### src/rtl/mem_ss_rst_seq_pkg.sv
// Shared types and constants for the memory subsystem reset sequencer and
// the EMIF CSR block that reads its status/capability values.
package mem_ss_rst_pkg;

    typedef enum logic [2:0] {
        ST_IDLE = 3'd0,
        ST_REQ  = 3'd1,
        ST_REL  = 3'd2,
        ST_CAL  = 3'd3,
        ST_DONE = 3'd4,
        ST_ERR  = 3'd5
    } t_seq_state;

    // Bit positions inside the emif_status word
    localparam int STS_FAIL_LSB = 8;
    localparam int STS_BUSY     = 16;
    localparam int STS_ACK_TO   = 17;
    localparam int STS_CAL_TO   = 18;
    localparam int STS_CAL_LOST = 19;

    // Byte offsets of the two registers inside the EMIF DFH feature
    localparam logic [19:0] EMIF_STATUS_OFFSET     = 20'h0_0008;
    localparam logic [19:0] EMIF_CAPABILITY_OFFSET = 20'h0_0010;

    function automatic int unsigned max_u(input int unsigned a, input int unsigned b);
        max_u = (a > b) ? a : b;
    endfunction

endpackage

### src/rtl/mem_ss_rst_seq_if.sv
// Reset handshake and calibration status bundle between the sequencer
// (master) and mem_ss_top (slave).
interface mem_ss_rst_seq_if #(
    parameter int NUM_MEM_CH = 4
);
    logic                  mem_ss_rst_req_n;
    logic                  mem_ss_rst_ack_n;
    logic [NUM_MEM_CH-1:0] mem_ss_cal_success;
    logic [NUM_MEM_CH-1:0] mem_ss_cal_fail;

    modport master (
        output mem_ss_rst_req_n,
        input  mem_ss_rst_ack_n,
        input  mem_ss_cal_success,
        input  mem_ss_cal_fail
    );

    modport slave (
        input  mem_ss_rst_req_n,
        output mem_ss_rst_ack_n,
        output mem_ss_cal_success,
        output mem_ss_cal_fail
    );
endinterface

### src/rtl/mem_ss_rst_seq_sync.sv
// Two-flop synchronizer with a configurable reset level, so that a reset
// forces the synchronized value to the input's inactive level.
module mem_ss_rst_sync #(
    parameter int              WIDTH   = 1,
    parameter logic [WIDTH-1:0] RST_VAL = '0
) (
    input  logic             clk,
    input  logic             rst_n,
    input  logic [WIDTH-1:0] d_i,
    output logic [WIDTH-1:0] q_o
);
    logic [WIDTH-1:0] meta_q;
    logic [WIDTH-1:0] sync_q;

    // Metastability stage followed by the stable output stage
    always_ff @(posedge clk) begin
        if (!rst_n) begin
            meta_q <= RST_VAL;
            sync_q <= RST_VAL;
        end else begin
            meta_q <= d_i;
            sync_q <= meta_q;
        end
    end

    assign q_o = sync_q;
endmodule

### src/rtl/mem_ss_rst_seq.sv
// Memory subsystem reset sequencer: req/ack handshake with mem_ss, then
// per-channel calibration tracking gating the AFU memory user reset.
module mem_ss_rst_seq
    import mem_ss_rst_pkg::*;
#(
    parameter int                    NUM_MEM_CH    = 4,
    parameter logic [NUM_MEM_CH-1:0] CH_MASK       = {NUM_MEM_CH{1'b1}},
    parameter int unsigned           ACK_TIMEOUT   = 65535,
    parameter int unsigned           CAL_TIMEOUT   = 1048575,
    parameter int unsigned           STABLE_CYCLES = 3
) (
    input  logic             clk,
    input  logic             rst_n,
    input  logic             sw_rst_req,
    mem_ss_rst_seq_if.master mem_if,
    output logic [63:0]      emif_capability,
    output logic [63:0]      emif_status,
    output logic             afu_mem_rst_n,
    output logic [2:0]       seq_state
);
    localparam int unsigned TMR_MAX = max_u(ACK_TIMEOUT, CAL_TIMEOUT);
    localparam int          TMR_W   = (TMR_MAX == 32'd0) ? 1 : $clog2(TMR_MAX + 32'd1);
    localparam logic [TMR_W-1:0] TMR_SAT  = '1;
    localparam logic [TMR_W-1:0] ACK_LAST = (ACK_TIMEOUT == 32'd0) ? '0 : TMR_W'(ACK_TIMEOUT - 32'd1);
    localparam logic [TMR_W-1:0] CAL_LAST = (CAL_TIMEOUT == 32'd0) ? '0 : TMR_W'(CAL_TIMEOUT - 32'd1);
    localparam logic [7:0]       STABLE_LAST = 8'(STABLE_CYCLES - 32'd1);

    logic                  ack_n_s;
    logic [NUM_MEM_CH-1:0] succ_s;
    logic [NUM_MEM_CH-1:0] fail_s;
    logic [NUM_MEM_CH-1:0] succ_m_s;
    logic [NUM_MEM_CH-1:0] fail_m_s;
    logic                  full_s;
    logic                  ack_to_hit_s;
    logic                  cal_to_hit_s;
    logic [TMR_W-1:0]      timer_inc_s;
    logic [63:0]           sts_s;

    t_seq_state            state_q, state_d;
    logic [TMR_W-1:0]      timer_q, timer_d;
    logic [7:0]            stable_q, stable_d;
    logic [NUM_MEM_CH-1:0] done_mask_q, done_mask_d;
    logic [NUM_MEM_CH-1:0] fail_mask_q, fail_mask_d;
    logic                  ack_to_q, ack_to_d;
    logic                  cal_to_q, cal_to_d;
    logic                  cal_lost_q, cal_lost_d;
    logic                  req_n_q;
    logic                  afu_q;
    logic                  busy_q;

    mem_ss_rst_sync #(.WIDTH(1), .RST_VAL(1'b1)) u_sync_ack (
        .clk   (clk),
        .rst_n (rst_n),
        .d_i   (mem_if.mem_ss_rst_ack_n),
        .q_o   (ack_n_s)
    );

    mem_ss_rst_sync #(.WIDTH(NUM_MEM_CH), .RST_VAL('0)) u_sync_succ (
        .clk   (clk),
        .rst_n (rst_n),
        .d_i   (mem_if.mem_ss_cal_success),
        .q_o   (succ_s)
    );

    mem_ss_rst_sync #(.WIDTH(NUM_MEM_CH), .RST_VAL('0)) u_sync_fail (
        .clk   (clk),
        .rst_n (rst_n),
        .d_i   (mem_if.mem_ss_cal_fail),
        .q_o   (fail_s)
    );

    assign succ_m_s     = succ_s & CH_MASK;
    assign fail_m_s     = fail_s & CH_MASK;
    assign full_s       = (succ_m_s == CH_MASK);
    assign ack_to_hit_s = (ACK_TIMEOUT != 32'd0) && (timer_q >= ACK_LAST);
    assign cal_to_hit_s = (CAL_TIMEOUT != 32'd0) && (timer_q >= CAL_LAST);
    assign timer_inc_s  = (timer_q == TMR_SAT) ? timer_q : timer_q + TMR_W'(1'b1);

    // Next-state, timer, stability counter and sticky status flags
    always_comb begin
        state_d     = state_q;
        stable_d    = stable_q;
        done_mask_d = done_mask_q;
        fail_mask_d = fail_mask_q;
        ack_to_d    = ack_to_q;
        cal_to_d    = cal_to_q;
        cal_lost_d  = cal_lost_q;
        case (state_q)
            ST_IDLE: begin
                done_mask_d = '0;
                stable_d    = 8'd0;
                state_d     = ST_REQ;
            end
            ST_REQ: begin
                if (!ack_n_s) begin
                    state_d = ST_REL;
                end else if (ack_to_hit_s) begin
                    state_d  = ST_ERR;
                    ack_to_d = 1'b1;
                end else begin
                    state_d = ST_REQ;
                end
            end
            ST_REL: begin
                if (ack_n_s) begin
                    state_d = ST_CAL;
                end else if (ack_to_hit_s) begin
                    state_d  = ST_ERR;
                    ack_to_d = 1'b1;
                end else begin
                    state_d = ST_REL;
                end
            end
            ST_CAL: begin
                done_mask_d = succ_m_s;
                if (full_s) begin
                    stable_d = (stable_q == 8'hFF) ? stable_q : stable_q + 8'd1;
                end else begin
                    stable_d = 8'd0;
                end
                // A failing channel outranks both completion and timeout
                if (|fail_m_s) begin
                    state_d     = ST_ERR;
                    fail_mask_d = fail_mask_q | fail_m_s;
                end else if (full_s && (stable_q >= STABLE_LAST)) begin
                    state_d = ST_DONE;
                end else if (cal_to_hit_s) begin
                    state_d  = ST_ERR;
                    cal_to_d = 1'b1;
                end else begin
                    state_d = ST_CAL;
                end
            end
            ST_DONE: begin
                done_mask_d = succ_m_s;
                if (sw_rst_req) begin
                    state_d     = ST_IDLE;
                    done_mask_d = '0;
                    fail_mask_d = '0;
                    ack_to_d    = 1'b0;
                    cal_to_d    = 1'b0;
                    cal_lost_d  = 1'b0;
                end else if (!full_s) begin
                    state_d    = ST_ERR;
                    cal_lost_d = 1'b1;
                end else begin
                    state_d = ST_DONE;
                end
            end
            ST_ERR: begin
                if (sw_rst_req) begin
                    state_d     = ST_IDLE;
                    done_mask_d = '0;
                    fail_mask_d = '0;
                    ack_to_d    = 1'b0;
                    cal_to_d    = 1'b0;
                    cal_lost_d  = 1'b0;
                end else begin
                    state_d = ST_ERR;
                end
            end
            default: begin
                state_d = ST_IDLE;
            end
        endcase
        timer_d = (state_d != state_q) ? '0 : timer_inc_s;
    end

    // State register and registered outputs
    always_ff @(posedge clk) begin
        if (!rst_n) begin
            state_q     <= ST_IDLE;
            timer_q     <= '0;
            stable_q    <= 8'd0;
            done_mask_q <= '0;
            fail_mask_q <= '0;
            ack_to_q    <= 1'b0;
            cal_to_q    <= 1'b0;
            cal_lost_q  <= 1'b0;
            req_n_q     <= 1'b1;
            afu_q       <= 1'b0;
            busy_q      <= 1'b0;
        end else begin
            state_q     <= state_d;
            timer_q     <= timer_d;
            stable_q    <= stable_d;
            done_mask_q <= done_mask_d;
            fail_mask_q <= fail_mask_d;
            ack_to_q    <= ack_to_d;
            cal_to_q    <= cal_to_d;
            cal_lost_q  <= cal_lost_d;
            req_n_q     <= (state_d != ST_REQ);
            afu_q       <= (state_q == ST_DONE) && (state_d == ST_DONE);
            busy_q      <= (state_d != ST_DONE) && (state_d != ST_ERR);
        end
    end

    // Pack the status word from registered fields
    always_comb begin
        sts_s                                = 64'd0;
        sts_s[NUM_MEM_CH-1:0]                = done_mask_q;
        sts_s[STS_FAIL_LSB +: NUM_MEM_CH]    = fail_mask_q;
        sts_s[STS_BUSY]                      = busy_q;
        sts_s[STS_ACK_TO]                    = ack_to_q;
        sts_s[STS_CAL_TO]                    = cal_to_q;
        sts_s[STS_CAL_LOST]                  = cal_lost_q;
    end

    assign emif_status             = sts_s;
    assign emif_capability         = {{(64-NUM_MEM_CH){1'b0}}, CH_MASK};
    assign afu_mem_rst_n           = afu_q;
    assign seq_state               = state_q;
    assign mem_if.mem_ss_rst_req_n = req_n_q;

endmodule

### src/flat_wrapper.sv
// flat-port wrapper written by rule: the top's interface ports become plain ports
module mem_ss_rst_seq_flat import mem_ss_rst_pkg::*;
#(
    parameter int                    NUM_MEM_CH    = 4,
    parameter logic [NUM_MEM_CH-1:0] CH_MASK       = {NUM_MEM_CH{1'b1}},
    parameter int unsigned           ACK_TIMEOUT   = 65535,
    parameter int unsigned           CAL_TIMEOUT   = 1048575,
    parameter int unsigned           STABLE_CYCLES = 3
)
  (clk, rst_n, sw_rst_req, emif_capability, emif_status, afu_mem_rst_n, seq_state, mem_if_mem_ss_rst_req_n, mem_if_mem_ss_rst_ack_n, mem_if_mem_ss_cal_success, mem_if_mem_ss_cal_fail);
  mem_ss_rst_seq_if #(.NUM_MEM_CH(NUM_MEM_CH)) mem_if_i ();
  input  logic clk;
  input  logic rst_n;
  input  logic sw_rst_req;
  output logic [63:0] emif_capability;
  output logic [63:0] emif_status;
  output logic afu_mem_rst_n;
  output logic [2:0] seq_state;
  output wire logic [$bits(mem_if_i.mem_ss_rst_req_n)-1:0] mem_if_mem_ss_rst_req_n;
  input wire logic [$bits(mem_if_i.mem_ss_rst_ack_n)-1:0] mem_if_mem_ss_rst_ack_n;
  input wire logic [$bits(mem_if_i.mem_ss_cal_success)-1:0] mem_if_mem_ss_cal_success;
  input wire logic [$bits(mem_if_i.mem_ss_cal_fail)-1:0] mem_if_mem_ss_cal_fail;
  assign mem_if_mem_ss_rst_req_n = mem_if_i.mem_ss_rst_req_n;
  assign mem_if_i.mem_ss_rst_ack_n = mem_if_mem_ss_rst_ack_n;
  assign mem_if_i.mem_ss_cal_success = mem_if_mem_ss_cal_success;
  assign mem_if_i.mem_ss_cal_fail = mem_if_mem_ss_cal_fail;
  mem_ss_rst_seq #(.NUM_MEM_CH(NUM_MEM_CH), .CH_MASK(CH_MASK), .ACK_TIMEOUT(ACK_TIMEOUT), .CAL_TIMEOUT(CAL_TIMEOUT), .STABLE_CYCLES(STABLE_CYCLES)) u_core (.clk(clk), .rst_n(rst_n), .sw_rst_req(sw_rst_req), .mem_if(mem_if_i), .emif_capability(emif_capability), .emif_status(emif_status), .afu_mem_rst_n(afu_mem_rst_n), .seq_state(seq_state));
endmodule
### config.mk
export PLATFORM = sky130hd
export DESIGN_NAME = mem_ss_rst_seq_flat
export DESIGN_NICKNAME = d
export VERILOG_FILES = /design/src/rtl/mem_ss_rst_seq_pkg.sv /design/src/rtl/mem_ss_rst_seq_if.sv /design/src/rtl/mem_ss_rst_seq_sync.sv /design/src/rtl/mem_ss_rst_seq.sv /design/src/flat_wrapper.sv
export SDC_FILE = /design/constraint.sdc
export NUM_CORES = 1
export LEC_CHECK = 0
export CAP_MARGIN = 30
export CORE_MARGIN = 2
export CORE_UTILIZATION = 25
export DETAILED_ROUTE_END_ITERATION = 8
export PLACE_DENSITY_LB_ADDON = 0.12
export SETUP_SLACK_MARGIN = 0.05
export SLEW_MARGIN = 5
export SYNTH_ARGS = -nofsm -noshare
export SYNTH_HDL_FRONTEND = slang
export SYNTH_SLANG_ARGS = --single-unit
### constraint.sdc
create_clock -name clk -period 2.7 [get_ports clk]
set_input_delay 0.405 -clock clk [delete_from_list [all_inputs] [get_ports clk]]
set_output_delay 0.405 -clock clk [all_outputs]
set_load 0.05 [all_outputs]
### Word-level counts from Yosys, hierarchy flattened

Cells that the tools add are included.

| operators by class | value |
|---|---|
| $add $sub $neg | 2 |
| order comparisons | 3 |
| equality and inequality tests | 23 |
| multiplexer cells | 31 |
| reduce and logical (&&, ||, !) cells | 18 |
| bitwise operators | 2 |

Operator list:

| operator | number |
|---|---|
| two-way mux 3 bit | 9 |
| adder 20 x 1 -> 20 bit (second input constant) | 1 |
| equality test 20 bit (second input constant) | 1 |
| greater-or-equal comparator 20 x 16 -> 1 bit (second input constant) | 1 |
| greater-or-equal comparator 20 bit (second input constant) | 1 |
| one-hot mux 3 bit (6 select lines) | 1 |
| two-way mux 8 bit | 2 |
| one-hot mux 4 bit (4 select lines) | 1 |
| one-hot mux 8 bit (2 select lines) | 1 |
| two-way mux 4 bit | 3 |
| != test 3 bit (second input constant) | 4 |
| two-way mux 1 bit | 10 |
| != test 2 bit (second input constant) | 5 |
| equality test 3 bit (second input constant) | 3 |
| adder 8 x 1 -> 8 bit (second input constant) | 1 |
| equality test 8 bit (second input constant) | 1 |
| greater-or-equal comparator 8 x 2 -> 1 bit (second input constant) | 1 |
| one-hot mux 4 bit (2 select lines) | 1 |
| equality test 3 x 2 -> 1 bit (second input constant) | 2 |
| != test 2 x 1 -> 1 bit (second input constant) | 3 |
| AND reduction 3 bit | 2 |
| nonzero test 2 bit | 3 |
| AND reduction 5 bit | 1 |
| equality test 4 bit (second input constant) | 1 |
| other kinds (15) | 20 |

| storage, ports and cells | value |
|---|---|
| register bits after elaboration | 63 |
| output and inout bits | 133 |
| logic and storage cells | 96 |

### Longest topological paths before layout

| depth | value |
|---|---|
| depth in word-level cells | 7 |
| depth in mapped cells | 8 |
| gate-level depth less buffers | 7 |

### Hierarchy

Synthesis repeated with hierarchy kept, for this count alone.

| second synthesis, totals | value |
|---|---|
| cells, all modules | 439 |
| area, all modules | 3806.2 um^2 |

Modules (own cells, without submodules):

| module | instances | sequential area each (um^2) | area an instance (um^2) | cells an instance |
|---|---|---|---|---|
| mem_ss_rst_seq | 1 | 900.9 | 3333.2 | 403 |
| mem_ss_rst_sync (u_core.u_sync_fail ...) | 2 | 160.2 | 210.2 | 16 |
| mem_ss_rst_sync (u_core.u_sync_ack) | 1 | 40.0 | 52.6 | 4 |

### Worst setup path before layout

Ideal clock, no wire load.

| path | value |
|---|---|
| kind | reg-to-reg |
| start | reg u_core.state_q[0], in the netlist u_core.seq_state[0] |
| end | reg u_core.timer_q[1] |
| path slack | 0.690 ns |
| arrival | 1.906 ns |
| path buffers | 1 |
| stages on the path, launching flop included | 7 |
| cell sequence | dfxtp_1 inv_1 or3_1 a31oi_1 a31oi_1 buf_4 a2111oi_2 |

| on the way | value |
|---|---|
| longest elaborated chain between the ends | 4 |
| elaborated cells on any way between the ends | 9 |

Ends and longest elaborated chain:

| what | line | text |
|---|---|---|
| start: declaration | mem_ss_rst_seq.sv:39 | `t_seq_state state_q, state_d;` |
| start signal: assignment | mem_ss_rst_seq.sv:184 | `state_q <= state_d;` |
| equality test 3 bit (tied with other cells) | mem_ss_rst_seq.sv:88 | `case (state_q)` |
| one-hot mux 3 bit (6 select lines) | mem_ss_rst_seq.sv:88 |  |
| != test 3 bit (*) | mem_ss_rst_seq.sv:166 | `timer_d = (state_d != state_q) ? '0 : timer_inc_s;` |
| OR reduction 2 bit (no line) (*) | -- |  |
| end signal: assignment | mem_ss_rst_seq.sv:185 | `timer_q <= timer_d;` |
| end: declaration | mem_ss_rst_seq.sv:40 | `logic [TMR_W-1:0] timer_q, timer_d;` |

Mark *: on every way between the ends. The rest lies on a longest branch, timed or not.
A chain may end at the register's enable or synchronous reset.

### Final worst setup path

| path | value |
|---|---|
| start | reg u_core.stable_q[0] |
| end | reg u_core.req_n_q, in the netlist u_core.mem_if.mem_ss_rst_req_n |

| on the way | value |
|---|---|
| longest elaborated chain between the ends | 6 |

Ends and longest elaborated chain:

| what | line | text |
|---|---|---|
| start: declaration | mem_ss_rst_seq.sv:41 | `logic [7:0] stable_q, stable_d;` |
| start signal: assignment | mem_ss_rst_seq.sv:186 | `stable_q <= stable_d;` |
| greater-or-equal comparator 8 x 2 -> 1 bit | mem_ss_rst_seq.sv:125 | `end else if (full_s && (stable_q >= STABLE_LAST)) begin` |
| logical AND 1 bit | mem_ss_rst_seq.sv:125 |  |
| two-way mux 3 bit | mem_ss_rst_seq.sv:125 |  |
| two-way mux 3 bit | mem_ss_rst_seq.sv:122 | `if (\|fail_m_s) begin` |
| one-hot mux 3 bit (6 select lines) | mem_ss_rst_seq.sv:88 |  |
| != test 3 x 1 -> 1 bit | mem_ss_rst_seq.sv:192 | `req_n_q <= (state_d != ST_REQ);` |
| end signal: assignment | mem_ss_rst_seq.sv:192 |  |
| end: declaration | mem_ss_rst_seq.sv:47 | `logic req_n_q;` |

Every way passes these cells.

==> key figures <==
Clock tree
  – Clock-pin slew on the worst setup and hold paths: 0.06 ns
  – H-tree Lvls: 3
  – Clk_lat worst skew: 0.32 ns
  – Longest Clk Path Bufs: 2
  – Setup Fix Bufs, Post-CTS: 0
  – CTS sink count: 63
  – Clock Tree Root: clkbuf_16
  – CTS tree: done
  – Inserted Clock Buffers: 9
  – Hold_buf cts: 0
  – # resized after CTS: 0

Setup path
  – WP buf/inv: 1
  – Flop-to-flop setup slack: 0.34 ns
  – CP max-delay cell: nor4_1
  – Critical path arrival: 2.56 ns
  – Worst R2R End: u_core.mem_if.mem_ss_rst_req_n
  – Worst Path Max Fanout: 4
  – Critical path class: reg -> reg
  – Cell family with most CP delay: simple AND/OR/NAND/NOR gates
  – Reg2reg path depth: 7
  – Slowest cell delay on critical path: 0.40 ns
  – R2R Path Start: u_core.stable_q[0]
  – Crit. End Element: flip-flop
  – Critical path, cell by cell: inv_1 -> ha_1 -> nor4_1 -> a21oi_1 -> a211oi_2 -> o221ai_1 -> or3_1
  – Data required, critical path: 2.90 ns
  – CP Launch Type: flip-flop

Routing
  – Wirelength per Cell: 12.0 um
  – Post-DR vias/cell: 4.12
  – Vias: 2676
  – DRC viols: 0
  – Initial DRT Pass Iterations: 4
  – Final wirelength: 7810 um
  – DRT iter0 DRCs: 94
  – Antenna-violating nets left: 0

Floorplan
  – Core footprint: 15100 um2
  – Die width: 128 um
  – Row count: 45
  – Top Ports: 145
  – Initial core utilization: 25.3%
  – Die ar.: 16300 um2
  – Chip height: 128 um

Timing
  – Max-slew headroom: 58.2%
  – Final worst slack: 0.344 ns
  – Hold Violations, Final: 0
  – Min Clock Period, post-route: 2.36 ns
  – TNS Setup: 0 ns
  – Fmax: 424 MHz
  – Clock Skew: 0.00712 ns
  – Tightest Pin Transition: 0.623 ns
  – Final setup violation count: 0
  – RSZ-0062 raised after global routing: no
  – Hold_ws: 0.418 ns
  – Fin crit share: 87.3%
  – Fin. max-slew vios: 0

Synthesis
  – Async set-reset flop share out of synthesis: 0%
  – Synth cell types: 56
  – Synth Warn #: 0
  – Sequential area share after synthesis: 33.0%
  – Top-area cell type share of the netlist area: 33.0%
  – Post-synth top area cell: dfxtp_1
  – Synth area leaders: dfxtp_1, buf_4, and2_1, nor2_1, xnor2_1
  – Post-Syn Instances: 433
  – Most frequent cell after synthesis: buf_4
  – Flops & latches, synth: 63
  – Post-synth top flop: dfxtp_1
  – Post-synth EDFFs: 0
  – Most common library cells after synthesis: buf_4, dfxtp_1, nor2_1
  – Avg Cell Area, Syn: 8.83 um2
  – Mapped Area: 3820 um2

Power and ir drop
  – Maximum vdd drop: 0.250 mV
  – Power Total: 2.67 mW
  – Power per cell area: 646 nW/um2
  – Lkg Pwr: 1.62 nW

Hold path
  – Hold Crit Depth: 1
  – Hold Crit Start: u_core.u_sync_ack.meta_q
  – Hold WC Path Type: reg -> reg
  – Hold EP: u_core.u_sync_ack.q_o

Finish
  – ANT cells: 0
  – Design area: 4130 um2
  – Area grow syn2layout: 7.98%
  – Final nets: 473
  – Fraction of final layout cells sized beyond drive strength 1: 8.23%

Global routing
  – Number of antenna violations at the first check in global routing: 0
  – Total gr overflow: 0
  – Gr usage total: 9.69%
  – Vias in the first global route: 2394
  – First-pass GRT wire length: 12600 um
  – Largest net degree at the start of global routing: 25

Place
  – Cell Area, Placed: 3830 um2
  – Number of buffers added on ports: 28
  – Setup slack at placement: 0.349 ns
  – DP HPWL: 5730 um
  – Placer Congestion: 0.748

Job
  – # Max-Cap Violations: 0

Outcome
  – Status: complete, no violations
area by class of cell:
type                       instances  area (um2)
inverter                          13        48.8
multi-input combinational        338        1980
clock buffer                       9         225
timing repair buffer              32         310
fill                            1621       11000
tap                              188         235
clock inverter                     7        72.6
sequential                        63        1260
power breakdown:
group	switching, mW	internal (mW)
Clock	0.441	0.715
Combinational	0.465	0.0692
Sequential	0.0222	0.954
Total	0.929	1.74
kinds of logic (layout without fill, tap and decap cells):
| group | after synthesis | in the layout | share of synthesized area (%) |
|---|---|---|---|
| AOI/OAI and AO/OA | 64 | 64 | 13.4 |
| xor gates and xnor gates | 20 | 20 | 4.58 |
| adders and majority gates | 4 | 4 | 1.31 |
| buffers and inverters | 146 | 61 | 26.7 |
| DFF | 63 | 63 | 33.0 |
| muxes | 2 | 2 | 0.523 |
| other | 2 | 116 | 0.196 |
| and+or+nand+nor | 132 | 132 | 20.3 |
how the worst max path moves through the flow:
| stage | start | endpoint | cells past startpoint |
|---|---|---|---|
| floorplan | u_core.seq_state[0] | u_core.timer_q[1] | 6 |
| global placement | u_core.stable_q[0] | u_core.mem_if.mem_ss_rst_req_n | 7 |
| detailed placement | u_core.stable_q[0] | u_core.mem_if.mem_ss_rst_req_n | 7 |
| CTS | u_core.stable_q[0] | u_core.mem_if.mem_ss_rst_req_n | 7 |
| global route | u_core.stable_q[0] | u_core.mem_if.mem_ss_rst_req_n | 7 |
| finish | u_core.stable_q[0] | u_core.mem_if.mem_ss_rst_req_n | 7 |
placed cells by master (no fill, tap or decap), types with 7 or more instances in the layout:
| cell type | netlist | routed |
|---|---|---|
| dfxtp_1 | 63 | 63 |
| nand2_1 | 9 | 9 |
| inv_1 | 13 | 13 |
| and4_1 | 8 | 8 |
| nand3_1 | 8 | 8 |
| a21oi_1 | 10 | 10 |
| clkdlybuf4s50_1 | 0 | 28 |
| conb_1 | 2 | 116 |
| xnor2_1 | 13 | 13 |
| nand4_1 | 8 | 8 |
| and2_1 | 20 | 20 |
| nor2_1 | 31 | 31 |
| o21ai_0 | 9 | 9 |
| clkbuf_16 | 0 | 9 |
| nor3_1 | 19 | 19 |
| xor2_1 | 7 | 7 |
layer usage:
layer | share of wire (%) | global-route usage (%) | vias to the layer above
met5 | 0 | 0 | -
li1 | - | - | 1322
met4 | 1.4 | 3.30 | 0
met1 | 47 | 13.0 | 1244
met2 | 46 | 15.0 | 98
met3 | 5.4 | 2.75 | 12
worst reg2reg max path: stages (launching register included):
cell and delay, ns:
dfxtp_1 0.37, inv_1 0.08, ha_1 0.20, nor4_1 0.40
a21oi_1 0.25, a211oi_2 0.30, o221ai_1 0.23, or3_1 0.40
flip-flops by register name, indices dropped and copies added, names as in the netlist, 3 cells and up:
name / cells
u_core.stable_q: 8
u_core.fail_mask_q: 4
u_core.timer_q: 20
u_core.u_sync_succ.q_o: 4
u_core.done_mask_q: 4
u_core.u_sync_fail.q_o: 4
u_core.u_sync_succ.meta_q: 4
u_core.seq_state: 3
u_core.u_sync_fail.meta_q: 4
stage by stage:
stage          util [%]  cells
6_report           27.4    650
2_1_floorplan         -    547
5_1_grt            27.4    650
3_5_place_dp       25.4    634
3_3_place_gp       25.4    634
4_1_cts            27.4    650
(Power assumes the default switching activity.)
